==> config.mk <==
export PLATFORM = sky130hd
export DESIGN_NAME = sha256_hex_tx
export DESIGN_NICKNAME = d
export VERILOG_FILES = /design/src/rtl/sha256_hex_tx.sv
export SDC_FILE = /design/constraint.sdc
export NUM_CORES = 1
export LEC_CHECK = 0
export CAP_MARGIN = 20
export CORE_ASPECT_RATIO = 0.6
export CORE_UTILIZATION = 37
export DETAILED_ROUTE_END_ITERATION = 12
export PLACE_DENSITY = 0.7
export SLEW_MARGIN = 20
export SYNTH_ARGS = -nofsm -noshare
export SYNTH_HDL_FRONTEND = slang
export SYNTH_SLANG_ARGS = --single-unit
==> constraint.sdc <==
create_clock -name clk -period 2.2 [get_ports clk]
set_input_delay 0.44 -clock clk [delete_from_list [all_inputs] [get_ports clk]]
set_output_delay 0.44 -clock clk [all_outputs]
set_load 0.1 [all_outputs]
==> src/rtl/sha256_hex_tx.sv <==
// sha256_hex_tx
//   Turns a finished digest into ASCII hex text and feeds it to a byte-wide
//   UART transmitter, one character per handshake. The first character is the
//   digest's most significant nibble. A CR LF terminator can optionally follow.
//
// Ports
//   clk      system clock
//   rst_n    asynchronous reset, active low
//   start    one-cycle request; digest is sampled here, only while idle
//   digest   hash value; bit [DIGEST_BITS-1] is the MS bit of the first char
//   tx_busy  busy from the UART transmitter
//   tx_send  registered one-cycle send strobe to the transmitter
//   tx_data  registered character; stable while tx_send is high
//   busy     high from the cycle after start is accepted until done
//   done     one-cycle pulse once the last character has left the line
module sha256_hex_tx #(
    parameter int DIGEST_BITS = 256,
    parameter int UPPERCASE   = 0,
    parameter int APPEND_CRLF = 1
) (
    input  logic                   clk,
    input  logic                   rst_n,
    input  logic                   start,
    input  logic [DIGEST_BITS-1:0] digest,
    input  logic                   tx_busy,
    output logic                   tx_send,
    output logic [7:0]             tx_data,
    output logic                   busy,
    output logic                   done
);

    localparam int NCHARS = DIGEST_BITS / 4;
    localparam int NTOT   = NCHARS + ((APPEND_CRLF != 0) ? 2 : 0);
    localparam int KW     = (NTOT > 1) ? $clog2(NTOT) : 1;

    localparam logic [KW-1:0] K_LAST   = KW'(NTOT - 1);
    localparam logic [31:0]   NCHARS_U = NCHARS;
    localparam logic [7:0]    HEX_A    = (UPPERCASE != 0) ? 8'h41 : 8'h61;

    typedef enum logic [2:0] {
        S_IDLE,
        S_ISSUE,
        S_ACK,
        S_HOLD,
        S_DRAIN,
        S_DONE
    } state_t;

    state_t                 state_reg, state_next;
    logic [KW-1:0]          k_reg, k_next;
    logic [DIGEST_BITS-1:0] shreg_reg, shreg_next;
    logic                   tx_send_reg, tx_send_next;
    logic [7:0]             tx_data_reg, tx_data_next;
    logic                   busy_reg, busy_next;
    logic                   done_reg, done_next;

    logic [3:0]             nibble;
    logic                   k_is_hex;
    logic [7:0]             char_k;

    assign tx_send = tx_send_reg;
    assign tx_data = tx_data_reg;
    assign busy    = busy_reg;
    assign done    = done_reg;

    // Character for the current index. Once the hex part is exhausted the
    // remaining indices (only present with the terminator) are CR then LF,
    // and LF is always the last one.
    assign nibble   = shreg_reg[DIGEST_BITS-1 -: 4];
    assign k_is_hex = (32'(k_reg) < NCHARS_U);

    always_comb begin
        char_k = 8'h0A;
        if (k_is_hex) begin
            if (nibble <= 4'd9) begin
                char_k = 8'h30 + {4'h0, nibble};
            end else begin
                char_k = HEX_A + {4'h0, nibble} - 8'd10;
            end
        end else if (k_reg != K_LAST) begin
            char_k = 8'h0D;
        end
    end

    // State and output registers
    always_ff @(posedge clk or negedge rst_n) begin
        if (!rst_n) begin
            state_reg   <= S_IDLE;
            k_reg       <= '0;
            shreg_reg   <= '0;
            tx_send_reg <= 1'b0;
            tx_data_reg <= 8'h00;
            busy_reg    <= 1'b0;
            done_reg    <= 1'b0;
        end else begin
            state_reg   <= state_next;
            k_reg       <= k_next;
            shreg_reg   <= shreg_next;
            tx_send_reg <= tx_send_next;
            tx_data_reg <= tx_data_next;
            busy_reg    <= busy_next;
            done_reg    <= done_next;
        end
    end

    // Next-state logic
    always_comb begin
        state_next = state_reg;
        case (state_reg)
            S_IDLE:  if (start) state_next = S_ISSUE;
            S_ISSUE: if (!tx_busy) state_next = S_ACK;
            // The transmitter latches the byte at the end of ACK; HOLD gives
            // its busy flag a cycle to rise before DRAIN starts looking at it.
            S_ACK:   state_next = S_HOLD;
            S_HOLD:  state_next = S_DRAIN;
            S_DRAIN: begin
                if (!tx_busy) begin
                    state_next = (k_reg == K_LAST) ? S_DONE : S_ISSUE;
                end
            end
            S_DONE:  state_next = S_IDLE;
            default: state_next = S_IDLE;
        endcase
    end

    // Datapath and registered-output next values
    always_comb begin
        k_next       = k_reg;
        shreg_next   = shreg_reg;
        tx_send_next = 1'b0;
        tx_data_next = tx_data_reg;
        busy_next    = busy_reg;
        done_next    = 1'b0;
        case (state_reg)
            S_IDLE: begin
                if (start) begin
                    shreg_next = digest;
                    k_next     = '0;
                    busy_next  = 1'b1;
                end
            end
            S_ISSUE: begin
                if (!tx_busy) begin
                    tx_send_next = 1'b1;
                    tx_data_next = char_k;
                end
            end
            S_DRAIN: begin
                if (!tx_busy && (k_reg != K_LAST)) begin
                    k_next = k_reg + 1'b1;
                    // Past the hex part the shift register is no longer read.
                    if (k_is_hex) begin
                        shreg_next = shreg_reg << 4;
                    end
                end
            end
            S_DONE: begin
                done_next = 1'b1;
                busy_next = 1'b0;
            end
            default: ;
        endcase
    end

endmodule
==> results.toml, run 1 <==
[run_status]
status = "completed"

[sta]
rsz0062_at_grt = "false"
fin_crit_ns = 2.00
setup_viol = 0
final_max_slew_viol_count = 0
max_freq_mhz = 499
max-slew-margin-rel_pct = 60.7
hold_viol = 0
finClkSkew_ns = 0.00953
tightest_slew_ns = 0.590
min_period_over_period_pct = 91.1
tns_ns = 0
whs_ns = 0.386

[cts]
cts.sinks = 276
cts_resized = 0
ctsLongestPathBuffers = 3
path_clk_slew_ns = 0.07
post_cts_buffers = 0
htreeDepth = 1
cts-buffers-inserted = 27
root_buffer = "clkbuf_16"
tritoncts = "yes"
clock_latency_ns = 0.54

[worst_setup_path]
cp.buffers_inverters = 3
path_depth = 6
r2r-end = "shreg_reg[255]"
ff2ff_setup_slack_ns = 0.20
critPathMaxStageDelay_ns = 0.53
crit_required_ns = 2.61
arrival_ns = 2.41
rr_startpoint = "state_reg[1]"
critPathTopFamily = "buffers and inverters"
cp_cell_sequence = "nor3b_4 -> buf_12 -> buf_12 -> buf_4 -> mux2i_1 -> o21ai_1"
reg2regPathDepth = 6
crit_top_cell = "buf_12"
worst_setup_path_end_kind = "flip-flop"
critical_path.max_fanout = 26
worstSetupPathType = "flip-flop to flip-flop"
crit_path_top_delay_cell = "dfrtp_1"
critPathLaunchType = "flip-flop"

[synthesis]
ys.flop_type = "dfrtp_1"
netlist_area_um2 = 13100
ys_ff_latch = 276
synth-xor-area-share_pct = 0.0671
synth_edf_count = 0
synth-async-reset-ratio_pct = 100
synth_top_family_by_area = "multiplexers"
synth-simple-area-share_pct = 9.36
syn_inst = 1230
synthesis.nets = 1494
netlist-cell-type-count = 49
synth_compound_gate_area_share_pct = 11.7
yosys.area_share.adder_pct = 0.384
synthMuxAreaShare_pct = 19.6
yosysWarnings = 0
syn_avg_cell_area_um2 = 10.6
ys_seq_area_share_pct = 52.9

[die]
die-area_um2 = 36000
core_um2 = 34200
die_h_um = 147
die_w_um = 244
initial_core_util_pct = 38.1
io-pin-count = 271
row_count = 52

[place]
place.gp.congestion = 0.820
port_buffers = 269
hpwlAfterDp_mm = 23.1

[routing]
wire_per_inst_um = 16.2
ant_nets = 0
wl_mm = 32.0
drc_errors = 0
drt-initial-drc-count = 457
viasPerCell = 4.79
drtPass1Iterations = 4
num_vias = 9440

[cells_and_area]
fin_nets = 1751
layout-drive-gt1-share_pct = 8.10
area_delta_synth_final_pct = 32.3
fin_util_pct = 50.4
fillers = 3076
largest_reg_flops = 256

[power_and_ir_drop]
peakVddDrop_mv = 0.647
static-leakage-power_nw = 7.13
power.total_mw = 21.9
p_per_area_nw_per_um2 = 1270

[grt]
grt_busiest_layer = "met2"
grt_start_max_net_pins = 75
grtUsageMet1_pct = 24.6
grt-ovfl-total = 0
grt_usage_pct = 17.5
use_met2_pct = 27.6
grtUsageMet3_pct = 4.38
grt_pass1_vias = 9644
antenna_found_initial = 8
grt_pass1_wl_mm = 50.8

[job]
maxCapViolations = 0

[hold_path]
worstHoldPathType = "input pin to asynchronous set/reset pin"
## power breakdown
| group | switching [mW] | internal (mW) | total (mW) |
|---|---|---|---|
| registers | 1.40 | 7.48 | 8.87 |
| logic | 4.36 | 3.46 | 7.82 |
| clock network | 2.02 | 3.15 | 5.17 |
| total | 7.78 | 14.1 | 21.9 |
## layer usage
metal / share of wire (%) / vias up / wire length (um)
li1: - / 4750 / -
met1: 48 / 4453 / 15400
met2: 44 / 201 / 14100
met3: 6.5 / 32 / 2080
met4: 0.97 / 4 / 309
met5: 0.085 / - / 27
## logic make-up after synthesis
group / after synthesis
buf+inv: 100
xor+xnor: 1
flops: 276
simple gates: 305
other cells: 1
mux: 255
fa+ha+maj: 4
compound gates: 288
## Yosys cell counts (2+ instances only)
cell type  instances  share of area [%]
nor2_1            11               0.32
nor4_1             2              0.096
ha_1               4               0.38
buf_2             14               0.54
nand3_1            3               0.12
o21ai_0           19               0.73
clkbuf_1          24               0.69
buf_1              2              0.058
inv_1              6               0.17
nor3_1             2              0.077
a21oi_1            6               0.23
dfrtp_1          276                 53
mux2i_1          253                 19
o21ai_1          243                9.3
nand2_1          275                7.9
buf_4              3               0.17
nor3b_2            2               0.19
o31ai_2            2               0.19
o22a_1             4               0.27
buf_6             50                4.3
## cells in the final DEF, fill, tap and decap left out, types with 3 or more instances in the layout
cell             count
nor2_1              11
clkinv_2             7
o22a_1               4
inv_1                6
ha_1                 4
bufinv_16            6
a21oi_1              6
nand3_1              3
clkbuf_8             6
o21ai_1            243
o21ai_0             19
clkbuf_16           27
diode_2              5
mux2i_1            253
clkbuf_1             3
buf_12              26
dfrtp_1            276
nand2_1            275
buf_4               35
clkdlybuf4s50_1    258
## repair_timing
action | CTS | global route
hold buffers | 1 | 0
endpoints found under the setup margin | 0 | 0
endpoints found under the hold margin | 30 | 0
## cell type report
type | count | area, um^2 | share of cell area (%)
Tap cell | 459 | 574 | 3.33
Clock inverter | 13 | 215 | 1.25
Timing Repair Buffer | 321 | 3390 | 19.6
Inverter | 7 | 26.3 | 0.152
Antenna cell | 5 | 12.5 | 0.0725
Sequential cell | 276 | 6910 | 40.0
Clock buffer | 36 | 769 | 4.46
Multi-Input combinational cell | 854 | 5370 | 31.1
## worst register-to-register path: cells and delay by family (launching register included)
kind,cells,cell delay [ns]
and+or+nand+nor,1,0.37
AOI/OAI and AO/OA,1,0.11
buffers and inverters,3,0.61
DFF,1,0.53
muxes,1,0.26
## stage by stage
| step | setup slack (ns) | instance area (um^2) | std cells |
|---|---|---|---|
| floorplan | 0.527 | 13100 | 1230 |
| global placement | 0.151 | 16300 | 1916 |
| detailed placement | 0.111 | 16300 | 1916 |
| CTS | 0.160 | 17300 | 1966 |
| global route | 0.100 | 17300 | 1968 |
| finish | 0.196 | 17300 | 1971 |
## worst max-delay path by stage
| stage | startpoint | to | slack [ns] |
|---|---|---|---|
| floorplan | tx_busy | shreg_reg[100] | 0.53 |
| global placement | start | shreg_reg[206] | 0.15 |
| detailed placement | start | shreg_reg[206] | 0.11 |
| CTS | state_reg[1] | shreg_reg[255] | 0.16 |
| global route | state_reg[1] | shreg_reg[255] | 0.10 |
| finish | state_reg[1] | shreg_reg[255] | 0.20 |
No activity file was read; power rests on OpenSTA's default activity.
==> inputs of run 2 (changes only) <==
GPL_TIMING_DRIVEN = 0   (was default)
==> run 2 against run 1 <==
Against the previous run: sequential power is essentially flat; core utilization grew 0.30 points; worst hold slack lost 0.078 ns; combinational power grew 5.0%; fmax shrank 5.9%; design area grew 0.59%; critical path type is now flip-flop to output pin; highest routed layer unchanged.
==> results.toml, run 2 (synthesis gave the netlist of run 1 again) <==
[run_status]
status = "completed"

[cells_and_area]
area_delta_synth_final_pct = 33.1
final_common_cell = "dfrtp_1"
stdcell_count = 2017
fillers = 3109
fin_nets = 1796
finish.instance_area_um2 = 17400
final_cell_mix = "dfrtp_1, nand2_1, clkdlybuf4s50_1, mux2i_1, o21ai_1"
layout-drive-gt1-share_pct = 8.88
largest_reg_flops = 256

[worst_setup_path]
critPathTopFamily = "buffers and inverters"
worstSetupPathType = "flip-flop to output pin"
crit_required_ns = 1.76
critPathLaunchType = "flip-flop"
critical_path.max_fanout = 1
critPathMaxStageDelay_ns = 0.81
arrival_ns = 1.69
cp_cell_sequence = "clkdlybuf4s15_1"
cp.buffers_inverters = 1
crit_path_top_delay_cell = "clkdlybuf4s15_1"
worst_setup_path_end_kind = "output pin"

[power_and_ir_drop]
static-leakage-power_nw = 7.17
peakVddDrop_mv = 0.695
p_per_area_nw_per_um2 = 1270

[sta]
setup_viol = 0
fin_crit_ns = 2.13
rsz0062_at_grt = "false"
max-slew-margin-rel_pct = 37.0
hold_viol = 0
final_max_slew_viol_count = 0
max_freq_mhz = 470
tightest_slew_ns = 0.949
min_period_over_period_pct = 96.8
finClkSkew_ns = 0.0132

[cts]
htreeDepth = 1
clock_latency_ns = 0.55
cts-buffers-inserted = 29
tritoncts = "yes"
ctsLongestPathBuffers = 3
cts.sinks = 276
path_clk_slew_ns = 0.06
root_buffer = "clkbuf_16"

[die]
die_h_um = 147
die_w_um = 244
row_count = 52
initial_core_util_pct = 38.1
die-area_um2 = 36000
io-pin-count = 271
core_um2 = 34200

[routing]
drc_errors = 0
num_vias = 10000
drt-initial-drc-count = 559
wire_per_inst_um = 17.4
ant_nets = 0
drtPass1Iterations = 5
viasPerCell = 4.97
wl_mm = 35.1

[grt]
grt_usage_pct = 19.4
grt-ovfl-total = 0
grt_start_max_net_pins = 97
antenna_found_initial = 6
grt_pass1_wl_mm = 55.9
grt_pass1_vias = 10200

[place]
dp.cells = 1959
placed_cell_area_um2 = 16400
hpwlAfterDp_mm = 25.6
port_buffers = 268
place.gp.congestion = 0.829

[hold_path]
worstHoldPathType = "input pin to flip-flop"

[job]
maxCapViolations = 0
[run 2: changes by cell type in the layout (fill, tap and decap cells not counted), moves of 3 or more]
cell             delta
buf_6              +50
buf_4              -32
clkbuf_1           +28
buf_12             -26
buf_2              +14
clkdlybuf4s15_2     +8
bufinv_16           -3
[run 2: metal layers]
metal	part of all wire [%]	wire [um]	up-vias	global-route usage (%)
li1	-	-	4852	-
met1	48	17000	4919	28.3
met2	45	15700	224	30.0
met5	0.037	13	-	0
met3	5.6	1970	37	3.87
met4	1.4	492	2	3.72
[run 2: worst paths after layout]
path / startpoint / endpoint / slack, ns / cells after the start
setup / recovery: done / done / 0.07 / 1
hold / removal: tx_busy / state_reg[1] / 0.31 / 3
max in group asynchronous: rst_n / shreg_reg[27] / 0.33 / 4
setup reg to reg: state_reg[2] / shreg_reg[20] / 0.16 / 8
min in group asynchronous: rst_n / shreg_reg[165] / 0.46 / 2
hold reg to reg: shreg_reg[199] / shreg_reg[199] / 0.48 / 2
[run 2: repair_timing]
action / CTS / global route
pin swaps: 0 / 0
setup buffers: 0 / 0
resized for setup: 26 / 2
endpoints found under the hold margin: 91 / 0
endpoints found under the setup margin: 10 / 2
hold buffers: 1 / 0
gates cloned: 0 / 0
[run 2: area by class of cell]
| type | instances | area [um^2] | area share, % |
|---|---|---|---|
| antenna | 4 | 10.0 | 0.0576 |
| multi-input combinational | 854 | 5360 | 30.9 |
| sequential | 276 | 6910 | 39.8 |
| tap | 459 | 574 | 3.31 |
| clock inverter | 12 | 149 | 0.857 |
| timing repair buffer | 271 | 2760 | 15.9 |
| buffer | 93 | 753 | 4.34 |
| inverter | 7 | 26.3 | 0.151 |
| clock buffer | 41 | 821 | 4.73 |
[run 2: per-stage QoR]
step           hold WS (ns)  setup TNS, ns  power, mW  util, %  setup slack, ns
6_report              0.308              0       22.1     50.7           0.0706
5_1_grt               0.291              0       23.7     50.7         0.000755
4_1_cts               0.275              0       22.3     50.7          0.00190
3_5_place_dp          0.470         -75.48       17.2     47.8           -0.386
3_3_place_gp          0.464       -3208.31       16.8     47.6           -11.42
2_1_floorplan         0.144              0       14.6        -            0.527
[run 2: report_power, final]
group / internal (mW) / switching (mW)
sequential: 7.48 / 1.36
clock: 2.95 / 2.08
combinational: 3.49 / 4.72
